===== src/rtl/count_seq_ctrl.sv =====
// Purpose: sequences an external up/down counter from a load value to a terminal value and checks every step.
// Latency: ld one cycle after start; an N-step run pulses done N+3 cycles after start.
// Backpressure: none; start is ignored while a sequence is active, abort/reset return to idle.
module count_seq_ctrl #(
    parameter int WIDTH   = 4,
    parameter int MAX_ERR = 3
) (
    input  logic             clk,
    input  logic             reset,
    input  logic             start,
    input  logic             abort,
    input  logic             up_dn,
    input  logic [WIDTH-1:0] load_val,
    input  logic [WIDTH-1:0] term_val,
    input  logic [WIDTH-1:0] count,
    input  logic [WIDTH-1:0] prevcount,
    output logic             ld,
    output logic [WIDTH-1:0] load_data,
    output logic             en,
    output logic             up,
    output logic             busy,
    output logic             done,
    output logic             err,
    output logic [1:0]       err_cnt
);

    typedef enum logic [2:0] {
        S_IDLE,
        S_LOAD,
        S_RUN,
        S_DONE,
        S_ERR
    } state_t;

    localparam logic [1:0] ERR_LIM = 2'(MAX_ERR);

    state_t           state;
    logic             dir_q;
    logic [WIDTH-1:0] load_q;
    logic [WIDTH-1:0] term_q;
    logic             chk_vld;
    logic             ld_q;
    logic             busy_q;
    logic             done_q;
    logic [1:0]       err_cnt_q;

    logic [WIDTH-1:0] exp_cnt;
    logic             at_term;
    logic             step_err;
    logic [1:0]       err_cnt_inc;
    logic             err_limit;

    // Step checker: the counter must have moved exactly one position (mod 2^WIDTH) in the latched direction.
    always_comb begin
        at_term     = (count == term_q);
        exp_cnt     = dir_q ? (prevcount + WIDTH'(1)) : (prevcount - WIDTH'(1));
        step_err    = chk_vld && (state == S_RUN) && (count != exp_cnt);
        err_cnt_inc = (step_err && (err_cnt_q != 2'd3)) ? (err_cnt_q + 2'd1) : err_cnt_q;
        err_limit   = step_err && (err_cnt_inc >= ERR_LIM);
    end

    // Counter-facing outputs; en follows count combinationally and both strobes drop as soon as abort is seen.
    always_comb begin
        en        = (state == S_RUN) && !abort && !at_term;
        ld        = ld_q && !abort;
        up        = dir_q;
        load_data = load_q;
        busy      = busy_q;
        done      = done_q;
        err       = (err_cnt_q != 2'd0);
        err_cnt   = err_cnt_q;
    end

    // Sequencing FSM with registered status outputs; abort outranks every transition, error limit outranks terminal count.
    always_ff @(posedge clk) begin
        if (reset) begin
            state     <= S_IDLE;
            dir_q     <= 1'b0;
            load_q    <= '0;
            term_q    <= '0;
            chk_vld   <= 1'b0;
            ld_q      <= 1'b0;
            busy_q    <= 1'b0;
            done_q    <= 1'b0;
            err_cnt_q <= 2'd0;
        end else begin
            chk_vld <= en;
            ld_q    <= 1'b0;
            done_q  <= 1'b0;
            case (state)
                S_IDLE: begin
                    busy_q <= 1'b0;
                    if (start && !abort) begin
                        state     <= S_LOAD;
                        dir_q     <= up_dn;
                        load_q    <= load_val;
                        term_q    <= term_val;
                        err_cnt_q <= 2'd0;
                        ld_q      <= 1'b1;
                        busy_q    <= 1'b1;
                    end
                end
                S_LOAD: begin
                    if (abort) begin
                        state  <= S_IDLE;
                        busy_q <= 1'b0;
                    end else begin
                        state  <= S_RUN;
                        busy_q <= 1'b1;
                    end
                end
                S_RUN: begin
                    err_cnt_q <= err_cnt_inc;
                    if (abort) begin
                        state  <= S_IDLE;
                        busy_q <= 1'b0;
                    end else if (err_limit) begin
                        state  <= S_ERR;
                        busy_q <= 1'b1;
                    end else if (at_term) begin
                        state  <= S_DONE;
                        busy_q <= 1'b0;
                        done_q <= 1'b1;
                    end
                end
                S_DONE: begin
                    state  <= S_IDLE;
                    busy_q <= 1'b0;
                end
                S_ERR: begin
                    if (abort) begin
                        state  <= S_IDLE;
                        busy_q <= 1'b0;
                    end
                end
                default: begin
                    state  <= S_IDLE;
                    busy_q <= 1'b0;
                end
            endcase
        end
    end

endmodule


===== config.mk =====
export PLATFORM = sky130hd
export DESIGN_NAME = count_seq_ctrl
export DESIGN_NICKNAME = d
export VERILOG_FILES = /design/src/rtl/count_seq_ctrl.sv
export SDC_FILE = /design/constraint.sdc
export NUM_CORES = 1
export LEC_CHECK = 0
export ABC_AREA = 1
export CORE_MARGIN = 3
export CORE_UTILIZATION = 49
export CTS_CLUSTER_SIZE = 12
export DETAILED_ROUTE_END_ITERATION = 16
export GPL_TIMING_DRIVEN = 0
export PLACE_DENSITY = 0.85
export SLEW_MARGIN = 10
export SYNTH_ARGS = -nofsm -noshare
export SYNTH_HDL_FRONTEND = slang
export SYNTH_SLANG_ARGS = --single-unit

===== constraint.sdc =====
create_clock -name clk -period 3.1 [get_ports clk]
set_input_delay 0.62 -clock clk [delete_from_list [all_inputs] [get_ports clk]]
set_output_delay 0.62 -clock clk [all_outputs]
set_load 0.1 [all_outputs]

# After elaboration in Yosys (flattened, before gate mapping)

Cells that the tools add are included.

Register bits after elaboration: 18
Bits in latches: 0
RAM bits: 0
ROM bits: 0
Output and inout bits: 12
Word-level logic and storage cells: 62
Memories: 0

$add $sub $neg: 3
$mul: 0
Divide/modulo/power cells: 0
$lt $le $gt $ge: 1
Eq/ne operators: 9
Shifts and indexed selects: 0
Mux-type cells: 19
Bitwise gates (word level): 2
Reduce and logical (&&, ||, !) cells: 19

Operator list:

| kind                                                                  | count |
|---|---|
| 3-bit 2-to-1 mux                                                      | 5 |
| 3-bit case mux with 4 select lines                                    | 1 |
| 1-bit logical AND                                                     | 8 |
| 1-bit 2-to-1 mux                                                      | 7 |
| 2-bit 2-to-1 mux                                                      | 3 |
| 2-bit != test, second input constant                                  | 3 |
| 2-bit AND reduction                                                   | 3 |
| 4-bit by 1-bit adder with 4-bit output, second input constant         | 1 |
| 4-bit equality test                                                   | 1 |
| 4-bit 2-to-1 mux                                                      | 1 |
| 4-bit != test                                                         | 1 |
| 4-bit != test, second input constant                                  | 1 |
| 1-bit case mux with 4 select lines                                    | 1 |
| 2-bit case mux with 2 select lines                                    | 1 |
| 2-bit nonzero test                                                    | 2 |
| 4-bit OR reduction                                                    | 1 |
| 4-bit by 1-bit subtractor with 4-bit output, second input constant    | 1 |
| 3-bit by 1-bit equality test with 1-bit output, second input constant | 1 |
| 3-bit by 2-bit equality test with 1-bit output, second input constant | 1 |
| 3-bit equality test, second input constant                            | 1 |
| 3-bit zero test                                                       | 1 |
| 3-bit AND reduction                                                   | 1 |
| 2-bit by 1-bit adder with 2-bit output, second input constant         | 1 |
| 2-bit greater-or-equal comparator, second input constant              | 1 |
| other kinds (3)                                                       | 5 |

# Longest topological paths before layout

Gate-level depths: netlist of the first run.

Word-level depth: 11
Depth in mapped cells: 17
Depth with buffers taken out: 17

# Worst setup path after synthesis of the first run

Ideal clock, no wire load.

Path type: register to register
Start: register dir_q (netlist: up)
End: register state[0]
Library setup time: 112 ps
Arrival: 2674 ps
Required time: 2988 ps
Slack: 314 ps
Cell stages (with the launch flop): 15
Buffers on the path: 0
Clock period less this slack: 2786 ps
Cells stage by stage: dfxtp_1 > inv_2 > fa_1 > xnor2_1 > nand2_1 > nor2_2 > nand3_2 > nand3_2 > nand2_1 > nand2_2 > nand3_2 > nand2_2 > nand2_2 > nor2_1 > nor2_1

Cells in the longest elaborated chain, start to end: 10
Elaborated cells on any way between the ends: 12
Classes of those cells: order compare: 1; eq/ne: 2; mux: 5; reduce/logical: 4

Ends and longest elaborated chain:

| element                            | RTL line | RTL |
|---|---|---|
| from (decl)                        | 38       | `logic dir_q;` |
| from (signal assigned)             | 95       | `dir_q <= up_dn;` |
| 4-bit 2-to-1 mux *                 | 56       | `exp_cnt = dir_q ? (prevcount + WIDTH'(1)) : (prevcount - WIDTH'(1));` |
| 4-bit != test *                    | 57       | `step_err = chk_vld && (state == S_RUN) && (count != exp_cnt);` |
| 1-bit logical AND *                | 57       |  |
| 1-bit logical AND                  | 58       | `err_cnt_inc = (step_err && (err_cnt_q != 2'd3)) ? (err_cnt_q + 2'd1) : err_cnt_q;` |
| 2-bit 2-to-1 mux                   | 58       |  |
| 2-bit greater-or-equal comparator  | 59       | `err_limit = step_err && (err_cnt_inc >= ERR_LIM);` |
| 1-bit logical AND *                | 59       |  |
| 3-bit 2-to-1 mux                   | 117      | `end else if (err_limit) begin` |
| 3-bit 2-to-1 mux                   | 114      | `if (abort) begin` |
| 3-bit case mux with 4 select lines | 90       | `case (state)` |
| to (signal assigned)               | 94       | `state <= S_LOAD;` |
| to (signal assigned)               | 115      | `state <= S_IDLE;` |
| to (signal assigned)               | 118      | `state <= S_ERR;` |
| to (decl)                          | 37       | `state_t state;` |

Mark *: on every way between the ends. The rest lies on a longest branch, timed or not.
A chain may end at the register's enable or synchronous reset.

# Worst setup path in the final report of the first run

Start: input abort
End: output ld

Cells in the longest elaborated chain, start to end: 2

Ends and longest elaborated chain:

| element           | RTL line | RTL |
|---|---|---|
| from (decl)       | 11       | `input logic abort,` |
| 1-bit zero test   | 65       | `ld = ld_q && !abort;` |
| 1-bit logical AND | 65       |  |
| to (decl)         | 17       | `output logic ld,` |

Every way passes these cells.

==> results of run 1 <==
## flip-flops by register name, indices dropped and copies added (netlist names)
name / flops
done: 1
ld_q: 1
busy: 1
state: 3
up: 1
chk_vld: 1
term_q: 4
load_data: 4
err_cnt: 2
## power groups by stage
stage	Clock, mW	Sequential [mW]	Combinational [mW]
2_1_floorplan	0	0.304	0.0852
4_1_cts	0.114	0.254	0.192
5_1_grt	0.124	0.256	0.208
3_3_place_gp	0	0.258	0.185
6_report	0.110	0.254	0.191
3_5_place_dp	0	0.259	0.191
## kinds of logic (layout without fill, tap and decap cells)
group / count (synthesis) / count (layout) / share of synthesized area [%]
buffers and inverters: 26 / 60 / 9.32
adder cells (fa/ha/maj): 5 / 5 / 6.44
AO/OA/AOI/OAI: 15 / 15 / 7.02
flip-flops: 18 / 18 / 33.1
AND/OR/NAND/NOR: 92 / 92 / 40.0
XOR/XNOR: 5 / 5 / 4.03
## area by class of cell
class	count	area (um2)
Buffer	3	15.0
Clock buffer	3	22.5
Fill cell	177	573
Inverter	23	86.3
Multi-Input combinational cell	117	626
Sequential cell	18	360
Tap cell	27	33.8
Timing Repair Buffer	31	305
## critical path, stage by stage
cell,delay (ps)
clkdlybuf4s50_1,470
nor2_1,130
clkdlybuf4s50_1,1130
## cell usage in the layout (no fill, tap or decap)
cell	instances
fa_1	1
inv_1	18
a21oi_1	5
clkbuf_1	2
nor4_1	1
nand3_1	12
dfxtp_1	18
nor3_1	1
nand3_2	5
nand2_1	29
nor2_1	28
nand4_1	7
clkbuf_2	1
clkdlybuf4s50_1	30
inv_2	5
xnor2_1	5
nand2_2	6
a31oi_1	1
clkbuf_4	4
o21ai_0	9
ha_1	4
nor2_2	3
## per-stage QoR
stage               utilization, %  TNS [ps]  hold slack (ps)  worst slack (ps)
floorplan                        -         0              498               314
global placement              70.8      -227              492              -227
detailed placement            70.8      -250              502              -250
CTS                           71.8         0              527              27.2
global route                  71.7         0              550              56.8
finish                        71.7         0              523               127
## worst max-delay path by stage
stage / cells past startpoint / endpoint / slack [ps]
after CTS: 6 / en / 30
after floorplan: 14 / state[0] / 310
final: 3 / ld / 130
after global placement: 6 / en / -230
after global routing: 3 / ld / 60
after detailed placement: 6 / en / -250
## timing repair
action	in CTS	in global routing
resized for setup	1	2
gates cloned	0	0
endpoints found under the setup margin	1	1
## layer usage
layer	wire (um)	track usage, %	part of all wire (%)
met3	99	2.25	3.9
met5	0	0	0
met1	1100	23.2	43
met2	1370	39.9	53
met4	0	5.96	0
==> flow_summary_export.csv, run 1 <==
group,metric,value,unit
outcome,status,"complete, no violations",
routing,drt.antenna.violating_nets,0,
floorplanning,initial_utilization,53.8,%
routing,first_pass_iters,6,
synth,synthTopCellsByArea,"dfxtp_1, nand2_1, nor2_1, inv_1, nand3_1",
routing,vias_per_cell,5.05,
synth,postSynthAreaPerCell,6.75,um2
setup_path,cp.required,2480,ps
power,ir_worst_vdd,0.000380,V
synth,yosysTopAreaCell,"dfxtp_1",
power,finalPower,0.555,mW
worst_hold_path,hold_path_depth,4,
setup_path,r2r-start,"up",
sta,min_period,2970,ps
place,place_hpwl,2140,um
synth,synth_common_cells,"nand2_1, nor2_1, dfxtp_1, inv_1, nand3_1",
run,cap_violations,0,
synth,synth_flop_cell,"dfxtp_1",
grt,grt_usage,20.6,%
setup_path,endpoint_kind,"output pin",
cells_and_area,n_antenna_cell,0,
cells_and_area,drive_gt1_share,12.3,%
cts,cts_buffers,3,
worst_hold_path,hold_class,"register to register",
setup_path,rr_worst_depth,14,
sta,setup_viol,0,
worst_hold_path,hold_end,"busy",
sta,report.final.slew_viol_count,0,
synth,synthCells,161,
grt,antenna_found_initial,0,
power,p_int,0.359,mW
power,p_sw_share,35.4,%
worst_hold_path,hp-start,"busy",
synth,yosysUniqueCellTypes,20,
floorplanning,rows,16,
routing,post-route-drc-count,0,
power,p_seq_share,45.7,%
grt,grt_max_degree,11,
routing,routed_wl,2570,um
sta,slew_headroom,34.7,%
grt,grt_pass1_vias,1084,
synth,synth_top_area_share,33.1,%
power,power.density,383,nW/um2
power,pwr-share-clk,19.9,%
floorplanning,coreArea,2020,um2
sta,skew,8.58,ps
routing,drt_iter0_markers,28,
cts,ctsHtreeMaxLevel,1,
floorplanning,die-area,2820,um2
cells_and_area,areaGrowthSynthToFinish,33.3,%
synth,synth_warnings,0,
cts,ctsRootBufferMaster,"clkbuf_4",
power,power.leakage,0.637,nW
setup_path,cp_max_fo,4,
cts,cts_hold_buf,0,
floorplanning,die_w,53.1,um
place,placedCellCount,219,
synth,synth_seq_area_share,33.1,%
cells_and_area,final_area,1450,um2
synth,synthArstFlopShare,0,%
cts,cts_tree,"done",
cells_and_area,nets,223,
setup_path,critical_path_class,"input port to output pin",
power,combPwrFrac,34.4,%
grt,grt_overflow,0,
floorplanning,die_y,53.1,um
place,gp_congestion,0.886,
place,io_buffers,31,
cts,clock_sinks,18,
sta,max_freq,336,MHz
cts,clk_latency,280,ps
routing,route.vias.total,1122,
setup_path,setup.worst_path.start_class,"input port",
routing,wl_per_cell,11.6,um
cts,path_clk_slew,100,ps
cts,clock_path_buffers,2,
floorplanning,pin_count,33,
place,placed_area,1430,um2
sta,finalCritPeriodShare,95.9,%
sta,finalHoldViolations,0,
cts,post_cts_buffers,0,
setup_path,arrival,2350,ps
power,p_sw,0.196,mW
sta,rsz0062_at_grt,"no",
synth,synthMostInstantiatedCell,"nand2_1",
sta,worst_pin_slew,977,ps
setup_path,reg2reg_to,"state[0]",
synth,synth_nets,187,
setup_path,crit_start,"abort",
synth,synth_edf_count,0,
synth,netlist_area,1090,um2
synth,yosys_register_bits,18,
grt,grt_pass1_wl,4350,um
cells_and_area,final_cells,222,
setup_path,r2r_slack,830,ps
(Power assumes the default switching activity.)
==> run 2, diff against run 1 <==
Settings changed: CTS_CLUSTER_DIAMETER set to 200.
==> results of run 2 <==
Final layout, timing and power as in run 1 (identical DEF).
==> run 3, diff against run 2 <==
Settings changed: CTS_CLUSTER_SIZE 12 to not set.
==> results of run 3 <==
Final layout, timing and power as in run 1 (identical DEF).
